## src/rtl/calc_pkg.sv

```systemverilog
// Shared constants and types for the hex calculator core:
// keycodes, operator encodings, multiplier control state.
package calc_pkg;

    localparam logic [4:0] KEY_CE  = 5'b00001;
    localparam logic [4:0] KEY_DEL = 5'b00010;
    localparam logic [4:0] KEY_CA  = 5'b00011;
    localparam logic [4:0] KEY_EQ  = 5'b00100;
    localparam logic [4:0] KEY_SQR = 5'b01100;

    localparam logic       KEY_DIGIT_PFX = 1'b1;
    localparam logic [2:0] KEY_OP_PFX    = 3'b010;

    typedef enum logic [1:0] {
        OP_NONE = 2'b00,
        OP_ADD  = 2'b01,
        OP_MUL  = 2'b10,
        OP_SUB  = 2'b11
    } op_e;

    typedef enum logic [1:0] {
        MS_IDLE = 2'b00,
        MS_MUL  = 2'b01,
        MS_DONE = 2'b10
    } mstate_e;

    // What to do with the product once the multiplier finishes
    typedef enum logic [1:0] {
        MK_EQ    = 2'b00,
        MK_CHAIN = 2'b01,
        MK_SQR   = 2'b10
    } mkind_e;

endpackage

```

## src/rtl/calc_seq_mult.sv

```systemverilog
// Shift-add multiplier: start/a/b in, product[2W-1:0] out.
// One partial product per cycle, W cycles; done pulses when product is final.
module calc_seq_mult #(
    parameter int W = 16
) (
    input  logic           clock,
    input  logic           reset,
    input  logic           start,
    input  logic [W-1:0]   a,
    input  logic [W-1:0]   b,
    output logic           done,
    output logic [2*W-1:0] product
);

    localparam int CW = $clog2(W + 1);

    logic [2*W-1:0] acc_q, acc_d;
    logic [2*W-1:0] mc_q, mc_d;
    logic [W-1:0]   mp_q, mp_d;
    logic [CW-1:0]  cnt_q, cnt_d;
    logic           run_q, run_d;
    logic           done_q, done_d;

    // The start cycle already accumulates bit 0, so W-1 more remain.
    always_comb begin
        acc_d  = acc_q;
        mc_d   = mc_q;
        mp_d   = mp_q;
        cnt_d  = cnt_q;
        run_d  = run_q;
        done_d = 1'b0;
        if (start) begin
            acc_d = b[0] ? {{W{1'b0}}, a} : '0;
            mc_d  = {{(W-1){1'b0}}, a, 1'b0};
            mp_d  = b >> 1;
            cnt_d = CW'(1);
            run_d = 1'b1;
        end else if (run_q) begin
            acc_d = acc_q + (mp_q[0] ? mc_q : '0);
            mc_d  = mc_q << 1;
            mp_d  = mp_q >> 1;
            cnt_d = cnt_q + CW'(1);
            if (cnt_q == CW'(W - 1)) begin
                run_d  = 1'b0;
                done_d = 1'b1;
            end
        end
    end

    always_ff @(posedge clock) begin
        if (reset) begin
            acc_q  <= '0;
            mc_q   <= '0;
            mp_q   <= '0;
            cnt_q  <= '0;
            run_q  <= 1'b0;
            done_q <= 1'b0;
        end else begin
            acc_q  <= acc_d;
            mc_q   <= mc_d;
            mp_q   <= mp_d;
            cnt_q  <= cnt_d;
            run_q  <= run_d;
            done_q <= done_d;
        end
    end

    assign done    = done_q;
    assign product = acc_q;

endmodule

```

## src/rtl/calc_core_param.sv

```systemverilog
// NDIG-digit hex calculator core: key handling, X/Y/op/overflow registers,
// add/sub datapath, chained operators and a multi-cycle multiplier.
// Ports: clock, reset, newkey, keycode[4:0] in; key_ready, key_dropped,
//        busy, value_out[W-1:0], overflow out.
module calc_core_param
    import calc_pkg::*;
#(
    parameter int NDIG = 4,
    localparam int W = 4 * NDIG
) (
    input  logic         clock,
    input  logic         reset,
    input  logic         newkey,
    input  logic [4:0]   keycode,
    output logic         key_ready,
    output logic         key_dropped,
    output logic         busy,
    output logic [W-1:0] value_out,
    output logic         overflow
);

    logic [W-1:0] x_q, x_d, y_q, y_d;
    op_e          op_q, op_d, mop_q, mop_d;
    mkind_e       mk_q, mk_d;
    mstate_e      st_q, st_d;
    logic         ovf_q, ovf_d, ld_q, ld_d, drop_q, drop_d;

    logic           accept, mul_start, mul_done;
    logic [W-1:0]   mul_a, mul_b;
    logic [2*W-1:0] mul_p;

    logic         is_dig, is_op, is_ce, is_del, is_ca, is_eq, is_sqr;
    logic [3:0]   dig;
    op_e          kop;
    logic [W:0]   sum;
    logic [W-1:0] res;
    logic         res_ov;

    assign is_dig = keycode[4] == KEY_DIGIT_PFX;
    assign is_op  = (keycode[4:2] == KEY_OP_PFX) && (keycode[1:0] != 2'b00);
    assign is_ce  = keycode == KEY_CE;
    assign is_del = keycode == KEY_DEL;
    assign is_ca  = keycode == KEY_CA;
    assign is_eq  = keycode == KEY_EQ;
    assign is_sqr = keycode == KEY_SQR;
    assign dig    = keycode[3:0];
    assign kop    = op_e'(keycode[1:0]);

    // Pending add/sub evaluated on Y (left) and X (right)
    assign sum    = {1'b0, y_q} + {1'b0, x_q};
    assign res    = (op_q == OP_SUB) ? (y_q - x_q) : sum[W-1:0];
    assign res_ov = (op_q == OP_SUB) ? (y_q < x_q) : sum[W];

    // Multiplier control FSM
    always_ff @(posedge clock) begin
        if (reset) st_q <= MS_IDLE;
        else       st_q <= st_d;
    end

    always_comb begin
        st_d = st_q;
        case (st_q)
            MS_IDLE: if (mul_start) st_d = MS_MUL;
            MS_MUL:  if (mul_done)  st_d = MS_DONE;
            MS_DONE: st_d = MS_IDLE;
            default: st_d = MS_IDLE;
        endcase
    end

    always_comb begin
        busy      = st_q != MS_IDLE;
        key_ready = ~busy;
        accept    = newkey & key_ready;
    end

    // Register datapath
    always_comb begin
        x_d       = x_q;
        y_d       = y_q;
        op_d      = op_q;
        ovf_d     = ovf_q;
        ld_d      = ld_q;
        mk_d      = mk_q;
        mop_d     = mop_q;
        mul_start = 1'b0;
        mul_a     = y_q;
        mul_b     = x_q;
        drop_d    = newkey & busy;
        if (st_q == MS_DONE) begin
            x_d   = mul_p[W-1:0];
            ovf_d = ovf_q | (|mul_p[2*W-1:W]);
            case (mk_q)
                MK_EQ: begin
                    y_d  = '0;
                    op_d = OP_NONE;
                end
                MK_CHAIN: begin
                    y_d  = mul_p[W-1:0];
                    op_d = mop_q;
                end
                default: ;
            endcase
        end else if (accept) begin
            ld_d = 1'b0;
            unique case (1'b1)
                is_dig: begin
                    ld_d = 1'b1;
                    if (!ld_q)
                        x_d = {{(W-4){1'b0}}, dig};
                    else if (x_q[W-1:W-4] == 4'h0)
                        x_d = {x_q[W-5:0], dig};
                end
                is_ce: begin
                    x_d   = '0;
                    ovf_d = 1'b0;
                end
                is_del: x_d = {4'h0, x_q[W-1:4]};
                is_ca: begin
                    x_d   = '0;
                    y_d   = '0;
                    op_d  = OP_NONE;
                    ovf_d = 1'b0;
                end
                is_eq: begin
                    case (op_q)
                        OP_ADD, OP_SUB: begin
                            x_d   = res;
                            ovf_d = ovf_q | res_ov;
                            y_d   = '0;
                            op_d  = OP_NONE;
                        end
                        OP_MUL: begin
                            mul_start = 1'b1;
                            mk_d      = MK_EQ;
                        end
                        default: begin
                            y_d  = '0;
                            op_d = OP_NONE;
                        end
                    endcase
                end
                is_sqr: begin
                    mul_a     = x_q;
                    mul_start = 1'b1;
                    mk_d      = MK_SQR;
                end
                is_op: begin
                    if (op_q != OP_NONE && ld_q) begin
                        if (op_q == OP_MUL) begin
                            mul_start = 1'b1;
                            mk_d      = MK_CHAIN;
                            mop_d     = kop;
                        end else begin
                            x_d   = res;
                            y_d   = res;
                            op_d  = kop;
                            ovf_d = ovf_q | res_ov;
                        end
                    end else begin
                        y_d  = x_q;
                        op_d = kop;
                    end
                end
                // unassigned codes leave everything, including last_digit
                default: ld_d = ld_q;
            endcase
        end
    end

    always_ff @(posedge clock) begin
        if (reset) begin
            x_q    <= '0;
            y_q    <= '0;
            op_q   <= OP_NONE;
            ovf_q  <= 1'b0;
            ld_q   <= 1'b0;
            drop_q <= 1'b0;
            mk_q   <= MK_EQ;
            mop_q  <= OP_NONE;
        end else begin
            x_q    <= x_d;
            y_q    <= y_d;
            op_q   <= op_d;
            ovf_q  <= ovf_d;
            ld_q   <= ld_d;
            drop_q <= drop_d;
            mk_q   <= mk_d;
            mop_q  <= mop_d;
        end
    end

    calc_seq_mult #(.W(W)) u_mult (
        .clock   (clock),
        .reset   (reset),
        .start   (mul_start),
        .a       (mul_a),
        .b       (mul_b),
        .done    (mul_done),
        .product (mul_p)
    );

    assign value_out   = x_q;
    assign overflow    = ovf_q;
    assign key_dropped = drop_q;

endmodule

```

## config.mk

```make
export PLATFORM = sky130hd
export DESIGN_NAME = calc_core_param
export DESIGN_NICKNAME = d
export VERILOG_FILES = /design/src/rtl/calc_pkg.sv /design/src/rtl/calc_seq_mult.sv /design/src/rtl/calc_core_param.sv
export SDC_FILE = /design/constraint.sdc
export NUM_CORES = 1
export LEC_CHECK = 0
export ABC_AREA = 0
export BUFFER_PORTS_ARGS = -buffer_cell sky130_fd_sc_hd__buf_2
export CAP_MARGIN = 10
export CORE_MARGIN = 2
export CORE_UTILIZATION = 64
export DETAILED_ROUTE_END_ITERATION = 8
export PLACE_DENSITY = 0.82
export SYNTH_ARGS = -nofsm -noshare
export SYNTH_HDL_FRONTEND = slang
export SYNTH_SLANG_ARGS = --single-unit
```

## constraint.sdc

```tcl
create_clock -name clock -period 4.38 [get_ports clock]
set_input_delay 0 -clock clock [delete_from_list [all_inputs] [get_ports clock]]
set_output_delay 0 -clock clock [all_outputs]
set_load 0.1 [all_outputs]
```

# Yosys cells after proc, flatten, opt, wreduce, memory -nomap -nowiden
# Cells that the tools add are included.
dict set report word_totals {
  regBits 128
  input_bits 8
  out_inout_bits 20
  word_cells 141
}
dict set report classes {
  n_addsub 4
  magnitude_cmp 1
  eq_ne 25
  n_mux 59
  bitwise 7
  n_reduce_logical 28
}
# cell count
set ops {}
lappend ops {{2-to-1 mux 16 bit} 16}
lappend ops {{2-to-1 mux 32 bit} 3}
lappend ops {{case mux 16 bit (5 select lines)} 1}
lappend ops {{case mux 16 bit (3 select lines)} 1}
lappend ops {{2-to-1 mux 17 bit} 2}
lappend ops {{adder 32 bit} 1}
lappend ops {{case mux 16 bit (2 select lines)} 1}
lappend ops {{2-to-1 mux 15 bit} 2}
lappend ops {{2-to-1 mux 2 bit} 10}
lappend ops {{adder 16 x 16 -> 17 bit} 1}
lappend ops {{< comparator 16 bit} 1}
lappend ops {{2-to-1 mux 1 bit} 16}
lappend ops {{OR reduction 16 bit} 1}
lappend ops {{subtractor 16 bit} 1}
lappend ops {{AND reduction 5 bit} 3}
lappend ops {{case mux 2 bit (3 select lines)} 2}
lappend ops {{AND reduction 6 bit} 2}
lappend ops {{nonzero test 2 bit} 6}
lappend ops {{equality test 5 x 2 -> 1 bit (second input constant)} 2}
lappend ops {{equality test 5 x 4 -> 1 bit (second input constant)} 2}
lappend ops {{inequality test 3 x 1 -> 1 bit (second input constant)} 3}
lappend ops {{inequality test 2 x 1 -> 1 bit (second input constant)} 4}
lappend ops {{case mux 2 bit (2 select lines)} 2}
lappend ops {{nonzero test 4 bit} 2}
lappend ops {{other kinds (25)} 39}

# Longest topological paths before layout
# Gate-level depths: netlist (run 1).
dict set report logic_depth {
  depth_word 8
  ltp_mapped 14
  mapped_depth_nobuf 13
}

# Hierarchy
# A second synthesis (run 1) with hierarchy kept.
dict set report unflattened {
  cells_unflattened 1288
  hier_area_um2 9780.6
}
# mod n_inst cells_each area_per_inst_um2 seq_area_each_um2
set by_module_without_submodules {}
lappend by_module_without_submodules {calc_seq_mult 1 695 5460.2 1701.6}
lappend by_module_without_submodules {calc_core_param 1 593 4320.4 860.8}

# Worst setup path before layout (run 1)
# OpenSTA, ideal clock, no wires.
dict set report synth_path {
  kind {reg-to-reg}
  from {reg x_q[4] (netlist: value_out[4])}
  to {reg y_q[14]}
  setup_time_ns 0.138
  arrival_time_ns 3.354
  t_required_ns 4.242
  path_slack_ns 0.889
  stages_incl_launch_ff 13
  n_path_buf 1
  period_less_slack_ns 3.491
  cell_sequence {dfxtp_1 inv_1 ha_1 buf_6 a2111oi_4 o21a_1 o21bai_2 a21o_1 a2111oi_4 a2111oi_2 xnor2_1 a222oi_1 a211oi_1}
}
dict set report synth_via {
  elab_chain_cells 7
  elab_cells_between_ends 8
  classes_between {add/sub: 2; mux: 6}
}
# element line
set synth_rtl {}
lappend synth_rtl {{from (decl)} calc_core_param.sv:22} ;# logic [W-1:0] x_q, x_d, y_q, y_d;
lappend synth_rtl {{from (signal assigned)} calc_core_param.sv:172} ;# x_q <= '0;
lappend synth_rtl {{from (signal assigned)} calc_core_param.sv:181} ;# x_q <= x_d;
lappend synth_rtl {{adder 16 x 16 -> 17 bit / subtractor 16 bit (equally long branches)} {calc_core_param.sv:50, calc_core_param.sv:51}}
lappend synth_rtl {{2-to-1 mux 16 bit (*)} calc_core_param.sv:51} ;# assign res = (op_q == OP_SUB) ? (y_q - x_q) : sum[W-1:0];
lappend synth_rtl {{2-to-1 mux 16 bit (*)} calc_core_param.sv:149} ;# if (op_q == OP_MUL) begin
lappend synth_rtl {{2-to-1 mux 16 bit (*)} calc_core_param.sv:148} ;# if (op_q != OP_NONE && ld_q) begin
lappend synth_rtl {{case mux 16 bit (3 select lines) (*)} calc_core_param.sv:105} ;# unique case (1'b1)
lappend synth_rtl {{2-to-1 mux 16 bit (*)} calc_core_param.sv:103} ;# end else if (accept) begin
lappend synth_rtl {{2-to-1 mux 16 bit (*)} calc_core_param.sv:89} ;# if (st_q == MS_DONE) begin
lappend synth_rtl {{to (signal assigned)} calc_core_param.sv:182} ;# y_q <= y_d;
lappend synth_rtl {{to (decl)} calc_core_param.sv:22}
# Mark *: on every way between the ends. The rest lies on a longest branch, timed or not. The select of a mux whose other input is x is not followed.
# A chain may end at the register's enable or synchronous reset.

# Worst setup path after layout (run 1)
dict set report layout_path {
  from {reg u_mult.mp_q[0]}
  to {reg u_mult.acc_q[31] (netlist: u_mult.product[31])}
}
dict set report layout_via {
  elab_chain_cells 4
}
# element line
set layout_rtl {}
lappend layout_rtl {{from (decl)} calc_seq_mult.sv:19} ;# logic [W-1:0] mp_q, mp_d;
lappend layout_rtl {{from (signal assigned)} calc_seq_mult.sv:61} ;# mp_q <= mp_d;
lappend layout_rtl {{2-to-1 mux 32 bit} calc_seq_mult.sv:39} ;# acc_d = acc_q + (mp_q[0] ? mc_q : '0);
lappend layout_rtl {{adder 32 bit} calc_seq_mult.sv:39}
lappend layout_rtl {{2-to-1 mux 32 bit} calc_seq_mult.sv:38} ;# end else if (run_q) begin
lappend layout_rtl {{2-to-1 mux 32 bit} calc_seq_mult.sv:32} ;# if (start) begin
lappend layout_rtl {{to (signal assigned)} calc_seq_mult.sv:52} ;# acc_q <= '0;
lappend layout_rtl {{to (signal assigned)} calc_seq_mult.sv:59} ;# acc_q <= acc_d;
lappend layout_rtl {{to (decl)} calc_seq_mult.sv:17} ;# logic [2*W-1:0] acc_q, acc_d;
# No other way between the ends. The select of a mux whose other input is x is not followed.

==> reports/results.ini, run 1 <==
[route]
postRouteAntennaNets=0
drt_iter0_markers=1101
drt-pass1-iter-count=5
via_per_inst=6.49
routed_wl_mm=25.8
post_drt_wl_per_cell_um=18.5
num_vias=9037
drc=0

[grt]
grt_pass1_wl_mm=42.9
grt_max_degree=84
globalRoute.totalOverflow=0
grt_antenna_before_repair=0
grtUsageTotal_pct=33.2
grt_pass1_vias=8472

[run]
timing.max_cap.violations=0

[sta]
finalHoldViolCount=0
hold_slack_ns=0.0613
period_minus_slack_ns=3.64
timing.final.crit_share_pct=83.0
drv_slew=0
skew_ns=0.00678
rsz0062_at_grt=false
setup_violations=0
setup_tns_ns=0
max_freq_ghz=0.275
relSlewSlack_pct=25.6
tightest_slew_ns=1.12

[cts]
ctsResizeCount=0
insertion_delay_ns=0.43
tritoncts=built
cts_hold_buf=5
cts_setup_buffers=0
cts_buffer_depth=2
root_buffer=clkbuf_16
cts_max_level=4
cts_made_buffers=17
clk_pin_slew_worst_paths_ns=0.06
cts_sinks=128

[yosys]
yosys.cell_types.count=68
synth_top_cell_by_area=dfxtp_1
synth_edf_count=0
synthFlopType=dfxtp_1
seq_area_frac_synth_pct=27.4
yosysWarningCount=0
ys_ff_latch=128
synth_top_area_share_pct=27.4
synthCells=1213
syn_area_um2=9360
synth_nets=1288
synthArstFlopShare_pct=0
synth_area_leaders=dfxtp_1, ha_1, mux2i_1
syn_area_per_cell_um2=7.71

[floorplan]
io_pins=28
die_w_um=125
start_util_pct=64.9
die_h_um=125
num_rows=44
core_area_um2=14400
dieArea_um2=15600

[power_and_ir_drop]
power_leakage_nw=4.05
swShare_pct=30.4
seqPwrFrac_pct=40.2
cell_internal_pwr_w=0.00216
pwr-share-comb_pct=15.0
ir_worst_vdd_uv=269
switchingPower_w=0.000942
powerDensity_nw_per_um2=305
finalPower_w=0.00310
p_clk_share_pct=44.7

[worst_setup_path]
slowest_delay_ns=0.71
worstPathRequired_ns=4.67
crit_path_max_fanout=19
cp-start-kind=flip-flop
slowest_stage=dfxtp_1
cp-end-kind=flip-flop
crit_chain=and2_1, ha_1, inv_1, fa_1, nor2b_1, o31ai_1, a21oi_1, a2bb2oi_1, o311a_1, o21ai_0, mux2i_1, xor2_1, nor2_1
crit_arrival_ns=3.92
criticalPathCategory=reg2reg

[placed_design]
io_buffers=27
place.gp.congestion=0.956
placed_cell_area_um2=9540
hpwl_mm=17.8
dp_cells=1356

[outcome]
status=completed

[cells_and_area]
syn_to_final_growth_pct=8.61
drive_gt1_share_pct=7.61
nets=1271
final_cell_count_no_fill=1393
design_area_um2=10200
num_antenna_cells=0
fill_cells=1175

[hold_path]
hp-class=in2reg

## state kept, by name (all words and copies together) (netlist names)
name and cells:
u_mult.mc_q 31, y_q 16, key_dropped 1, u_mult.mp_q 15, op_q 2, ld_q 1, mop_q 2, u_mult.cnt_q 5
u_mult.product 32, overflow 1, value_out 16, u_mult.done 1, mk_q 2, u_mult.run_q 1, st_q 2
## per-stage QoR
stage	setup WS, ns	util, %
floorplan	0.889	-
global placement	0.971	66.1
detailed placement	0.854	66.1
CTS	0.831	70.5
global route	0.403	70.5
finish	0.744	70.5
## per-layer routing
metal | part of all wire (%) | track usage (%) | routed length [um] | up-vias
met3 | 7.3 | 5.58 | 1880 | 78
li1 | - | - | - | 4359
met4 | 3.3 | 12.7 | 839 | 0
met1 | 42 | 43.3 | 10900 | 4201
met2 | 47 | 55.2 | 12100 | 399
met5 | 0 | 0 | 0 | -
## cells in the mapped netlist (7+ instances only)
cell and count:
a22oi_1 12, nor2_1 169, o21ai_0 78, a21o_1 20
o21bai_1 9, a31oi_1 20, a21oi_1 83, inv_1 43
clkbuf_1 70, mux2i_1 69, o211ai_1 10, xor2_1 13
and2_1 36, nand3_1 22, buf_2 8, ha_1 64
a221oi_1 13, nand2b_1 9, xnor2_1 27, nand4_1 10
o21a_1 8, nand2_1 81, and3_1 7, nor3_1 35
o31ai_1 8, dfxtp_1 128, nor2b_1 13, a211oi_1 59
## final cells by class
type | count | area (um2) | share of cell area, %
Multi-Input combinational cell | 956 | 6310 | 62.1
Sequential cell | 128 | 2570 | 25.3
Clock buffer | 20 | 467 | 4.59
Timing Repair Buffer | 49 | 315 | 3.10
Tap cell | 184 | 230 | 2.27
Inverter | 44 | 165 | 1.63
Clock inverter | 12 | 109 | 1.07
## power groups by stage
stage | registers [W] | logic [W] | clock network [W]
2_1_floorplan | 0.00133 | 0.000277 | 0
3_3_place_gp | 0.00127 | 0.000445 | 0
3_5_place_dp | 0.00127 | 0.000449 | 0
4_1_cts | 0.00124 | 0.000457 | 0.00139
5_1_grt | 0.00125 | 0.000503 | 0.00144
6_report | 0.00125 | 0.000466 | 0.00139
## cell families (layout without fill, tap and decap cells)
group           Yosys count  in the layout  synth area share, %
compound gates          373            373                 26.9
buf+inv                 129            125                 5.36
flops                   128            128                 27.4
xor+xnor                 40             40                 3.74
fa+ha+maj                67             67                 9.20
mux                      69             69                 7.38
simple gates            407            407                 20.0
## final timing paths
| kind | from | end | slack (ns) | depth (start not counted) |
|---|---|---|---|---|
| max | u_mult.mp_q[0] | u_mult.product[31] | 0.74 | 13 |
| min | keycode[2] | ld_q | 0.06 | 4 |
| max reg2reg | u_mult.mp_q[0] | u_mult.product[31] | 0.74 | 13 |
| min reg2reg | mk_q[0] | mk_q[0] | 0.47 | 2 |
## placed cells by master, fill, tap and decap left out, drive strengths merged, types with 20 or more instances in the layout
cell type	count
a211oi	60
a21o	20
a21oi	83
a31oi	20
and2	36
buf	44
clkbuf	20
dfxtp	128
ha	64
inv	45
mux2i	69
nand2	81
nand3	22
nor2	169
nor3	35
o21ai	80
xnor2	27
## worst max-delay path, delay by kind of cell, from the launching register on
kind                       cells  cell delay [ns]
adders and majority gates      2             0.56
and+or+nand+nor                3             0.47
xor gates and xnor gates       1             0.17
buffers and inverters          1             0.06
AOI/OAI and AO/OA              5             1.29
DFF                            1             0.71
muxes                          1             0.24
Power figures use the tool's default switching activity.
==> inputs of run 2 (changes only) <==
- CORE_UTILIZATION: 64 -> 58
- PLACE_DENSITY: 0.82 -> 0.78
- clock period: 4.38 -> 3 ns (I/O delays scaled with it)
==> reports/results.ini, run 2 (synthesis results as in run 1) <==
[outcome]
status=completed

[hold_path]
whs_endpoint=ld_q
holdCritStartpoint=keycode[2]
min_path_cells=4  ; unchanged
hp-class=in2reg

[cts]
insertion_delay_ns=0.44  ; about the same
cts_buffer_depth=2  ; unchanged
clk_pin_slew_worst_paths_ns=0.06  ; about the same
root_buffer=clkbuf_16
cts_sinks=128  ; unchanged
cts_max_level=4  ; unchanged
cts_made_buffers=17  ; unchanged
tritoncts=built

[cells_and_area]
layout_common_cells=nor2_1, dfxtp_1, nand2_1
syn_to_final_growth_pct=15.3
num_antenna_cells=0  ; unchanged
final_cell_count_no_fill=1478  ; +6.1%
fill_cells=1319  ; +12%
drive_gt1_share_pct=14.5  ; +6.9 points
final_common_cell=nor2_1
largest_register_ffs=32  ; unchanged
nets=1324  ; +4.2%

[grt]
grt_max_degree=85  ; +1.2%
grt_antenna_before_repair=0  ; unchanged
globalRoute.totalOverflow=0  ; unchanged
grt_pass1_vias=8636  ; +1.9%
grt_pass1_wl_mm=43.3  ; +1.0%
grtUsageTotal_pct=32.0  ; -1.2 points

[route]
routed_wl_mm=27.3  ; +5.6%
post_drt_wl_per_cell_um=18.4  ; -0.43%
postRouteAntennaNets=0  ; unchanged
drt-pass1-iter-count=8  ; +3
via_per_inst=6.36  ; -2.0%
num_vias=9396  ; +4.0%
drt_iter0_markers=1059  ; -3.8%
drc=0  ; unchanged

[worst_setup_path]
crit_arrival_ns=3.22  ; -0.70 ns
cp-end-kind=flip-flop
cp-start-kind=flip-flop
crit_path_max_fanout=6  ; -13
timing.reg2reg.setup_slack_ns=0.10  ; -0.64 ns
rr_worst_depth=14  ; +1
r2r-end=u_mult.product[31]
criticalPathCategory=reg2reg
reg2reg_from=u_mult.mp_q[0]
worstPathRequired_ns=3.33  ; -1.34 ns

[sta]
finalHoldViolCount=0  ; unchanged
setup_tns_ns=0  ; unchanged
period_minus_slack_ns=2.90  ; -0.739 ns
skew_ns=0.0108  ; +0.00406 ns
relSlewSlack_pct=38.1  ; +13 points
tightest_slew_ns=0.925  ; -0.191 ns
max_freq_ghz=0.345  ; +26%
drv_slew=0  ; unchanged
timing.final.crit_share_pct=96.6  ; +14 points
setup_violations=0  ; unchanged

[run]
timing.max_cap.violations=0  ; unchanged

[floorplan]
dieArea_um2=17200  ; +10%
die_w_um=131  ; +4.9%
num_rows=46  ; +4.5%
io_pins=28  ; unchanged
die_h_um=131  ; +4.9%
core_area_um2=15800  ; +9.7%
start_util_pct=59.1  ; -5.8 points

[placed_design]
dp_cells=1436  ; +5.9%
place.gp.congestion=0.994  ; +4.0%
io_buffers=27  ; unchanged
hpwl_mm=18.9  ; +6.1%

[power_and_ir_drop]
power_leakage_nw=4.33  ; +7.0%
powerDensity_nw_per_um2=427  ; +40%
ir_worst_vdd_uv=455  ; +69%

run 2: changes by cell type in the layout (fill, tap and decap cells not counted), moves of 6 or more:
cell / delta
buf_4: +49
dfxtp_1: -15
dfxtp_2: +12
ha_1: -7
o21ai_0: -6
run 2: layer usage:
metal  vias up  track usage (%)  share of wire [%]  wire length (um)
li1       4472                -                  -                 -
met1      4404             41.5                 43             11600
met2       422             51.8                 46             12500
met3        98             5.42                7.7              2110
met4         0             15.2                3.8              1040
met5         -                0                  0                 0
run 2: final cells by class:
cell class | count | area (um2) | area share, %
clock buffers | 20 | 468 | 4.34
clock inverters | 12 | 110 | 1.02
inverters | 44 | 165 | 1.53
multi-input cells | 956 | 6450 | 59.8
flip-flops and latches | 128 | 2590 | 24.0
well taps | 216 | 270 | 2.50
repair buffers | 102 | 734 | 6.81
run 2: power by group:
part	switching, W	internal [W]
Combinational	0.000541	0.000248
Clock	0.000834	0.00121
Sequential	0.0000398	0.00174
run 2: what timing repair did:
action,4_1_cts,5_1_grt
buffers inserted,0,3
hold buffers,7,0
endpoints found under the hold margin,16,0
pin swaps,0,13
endpoints found under the setup margin,6,19
resized for setup,4,35
run 2: worst max-delay path, stage by stage (launching register included):
cell and delay (ns):
dfxtp_4 0.38, and2_4 0.15, ha_4 0.13, inv_1 0.06
fa_2 0.42, nor2b_4 0.16, o31ai_2 0.08, a21oi_2 0.16
a2bb2oi_1 0.08, o311a_1 0.37, buf_4 0.17, o21ai_2 0.14
mux2i_1 0.26, xor2_1 0.19, nor2_1 0.05
run 2: worst max path at each step:
stage / from / endpoint / slack (ns) / depth (start not counted)
CTS: u_mult.mp_q[0] / u_mult.product[25] / 0.003 / 13
global placement: u_mult.mp_q[0] / u_mult.product[28] / -0.03 / 12
global route: y_q[0] / y_q[14] / -0.03 / 13
floorplan: value_out[0] / y_q[14] / -0.02 / 12
finish: u_mult.mp_q[0] / u_mult.product[31] / 0.10 / 14
detailed placement: u_mult.mp_q[0] / u_mult.product[28] / -0.11 / 12
run 2: stage by stage:
stage	worst slack (ns)	total power (W)	cell area, um2	utilization (%)	hold WS (ns)
2_1_floorplan	-0.0196	0.00235	9380	-	0.147
3_3_place_gp	-0.0290	0.00255	9980	63.0	0.286
3_5_place_dp	-0.106	0.00256	9980	63.0	0.289
4_1_cts	0.00317	0.00457	10600	67.2	0.0454
5_1_grt	-0.0335	0.00475	10800	68.2	0.137
6_report	0.103	0.00461	10800	68.2	0.0540
==> inputs of run 3 (changes only) <==
==> constraint.sdc (replaced) <==
create_clock -name clock -period 3 [get_ports clock]
set_input_delay 0.15 -clock clock [delete_from_list [all_inputs] [get_ports clock]]
set_output_delay 0.15 -clock clock [all_outputs]
set_load 0.1 [all_outputs]
==> reports/results.ini, run 3 (synthesis results as in run 1) <==
[outcome]
status=completed

[sta]
rsz0062_at_grt=true
setup_tns_ns=0  ; unchanged
tightest_slew_ns=0.869  ; -0.0556 ns
timing.final.crit_share_pct=98.6  ; +2.1 points
finalHoldViolCount=0  ; unchanged
max_freq_ghz=0.338  ; -2.1%
period_minus_slack_ns=2.96  ; +0.0619 ns
setup_violations=0  ; unchanged
relSlewSlack_pct=41.9  ; +3.7 points
skew_ns=0.00656  ; -0.00427 ns
drv_slew=0  ; unchanged

[run]
timing.max_cap.violations=0  ; unchanged

[power_and_ir_drop]
finalPower_w=0.00466  ; +1.0%
cell_internal_pwr_w=0.00327  ; +2.3%
seqPwrFrac_pct=38.3  ; -0.3 points
p_clk_share_pct=44.4  ; about the same
pwr-share-comb_pct=17.3  ; +0.2 points
ir_worst_vdd_uv=410  ; -9.9%
swShare_pct=29.8  ; -0.86 points
switchingPower_w=0.00139  ; -1.8%
powerDensity_nw_per_um2=431  ; +0.73%
power_leakage_nw=4.36  ; +0.71%

[grt]
grt_pass1_vias=8690  ; +0.63%
grt_pass1_wl_mm=43.6  ; +0.67%
use_met1_pct=42.0  ; +0.45 points
use_met2_pct=52.0  ; +0.21 points
globalRoute.totalOverflow=0  ; unchanged
use_met3_pct=5.37  ; -0.041 points
grt_antenna_before_repair=0  ; unchanged
grt_max_degree=70  ; -18%
top_usage_layer=met2
grtUsageTotal_pct=32.0  ; about the same

[placed_design]
place.gp.congestion=0.980  ; -1.4%
io_buffers=27  ; unchanged
hpwl_mm=19.1  ; +0.77%

[floorplan]
core_area_um2=15800  ; unchanged
io_pins=28  ; unchanged
dieArea_um2=17200  ; unchanged
start_util_pct=59.1  ; unchanged
num_rows=46  ; unchanged
die_h_um=131  ; unchanged
die_w_um=131  ; unchanged

[cts]
cts_made_buffers=17  ; unchanged
insertion_delay_ns=0.42  ; -0.02 ns
cts_sinks=128  ; unchanged
cts_max_level=4  ; unchanged
tritoncts=built
clk_pin_slew_worst_paths_ns=0.06  ; about the same
root_buffer=clkbuf_16
cts_buffer_depth=2  ; unchanged

[hold_path]
holdCritStartpoint=keycode[1]
hp-class=in2reg

[worst_setup_path]
slowest_delay_ns=0.44  ; +0.02 ns
worstPathRequired_ns=3.33  ; about the same
criticalPathCategory=reg2reg
reg2reg_from=value_out[1]
crit_path_start=value_out[1]
slowest_stage=o21ai_0
cp-start-kind=flip-flop
crit_arrival_ns=3.29  ; +0.07 ns
crit_chain=clkinvlp_4, ha_4, nand2b_1, a21oi_1, o21ai_0, a211oi_1, o21a_1, a211o_1, xnor2_1, o211ai_1, a311oi_1
cp-end-kind=flip-flop
crit_path_max_fanout=4  ; -2

[cells_and_area]
largest_register_ffs=32  ; unchanged
nets=1327  ; +0.23%
syn_to_final_growth_pct=15.7
num_antenna_cells=0  ; unchanged
drive_gt1_share_pct=15.3  ; +0.76 points
fin_util_pct=68.4  ; +0.21 points
final_common_cell=nor2_1
layout_common_cells=nor2_1, dfxtp_1, nand2_1

[route]
drt-pass1-iter-count=6  ; -2
routed_wl_mm=27.3  ; +0.13%
post_drt_wl_per_cell_um=18.4  ; about the same
drc=0  ; unchanged
postRouteAntennaNets=0  ; unchanged
drt_iter0_markers=954  ; -9.9%
num_vias=9382  ; -0.15%
via_per_inst=6.33  ; -0.35%

-- run 3: power groups by stage --
| stage | Sequential, W | Combinational, W | Clock (W) |
|---|---|---|---|
| CTS | 0.00178 | 0.000753 | 0.00208 |
| global route | 0.00179 | 0.000857 | 0.00214 |
| detailed placement | 0.00182 | 0.000745 | 0 |
| finish | 0.00179 | 0.000804 | 0.00207 |
| floorplan | 0.00195 | 0.000404 | 0 |
| global placement | 0.00182 | 0.000735 | 0 |
-- run 3: worst max-delay path: cells and delay by family (launching register included) --
kind / cells / cell delay [ns]
XOR/XNOR: 1 / 0.29
AO/OA/AOI/OAI: 7 / 1.66
buffers and inverters: 1 / 0.15
flip-flops: 1 / 0.36
adder cells (fa/ha/maj): 1 / 0.31
AND/OR/NAND/NOR: 1 / 0.10
-- run 3: final timing paths --
path | end | slack (ns) | cells after the start
worst max register to register | y_q[15] | 0.04 | 11
worst max-delay path | y_q[15] | 0.04 | 11
worst min register to register | mk_q[0] | 0.46 | 2
worst min-delay path | mop_q[1] | 0.08 | 3
-- run 3: layout make-up --
class	count	area (um2)
inverter	44	169
clock inverter	12	135
fill	1322	5010
sequential	128	2590
timing repair buffer	105	751
clock buffer	20	457
tap	216	270
multi-input combinational	956	6450
-- run 3: through the flow --
stage,cells,hold slack (ns),area (um2),setup WS (ns)
after floorplan,1213,0.297,9380,-0.0196
after global placement,1442,0.436,10000,-0.0684
after detailed placement,1442,0.441,10000,-0.215
after CTS,1475,0.0820,10600,0.0232
after global routing,1481,0.112,10800,-0.0703
final,1481,0.0829,10800,0.0411
-- run 3: repair_timing --
action                                 CTS  global route
pin swaps                                1            20
endpoints found under the hold margin    1             0
resized for setup                        4            33
hold buffers                             1             0
setup endpoints to repair                5            27
buffers inserted                         0             6
-- run 3: metal layers --
metal	share of wire (%)	vias up	wire, um
met5	0	-	0
met4	3.9	0	1050
met3	7.6	75	2090
met2	46	432	12700
met1	42	4395	11500
li1	-	4480	-
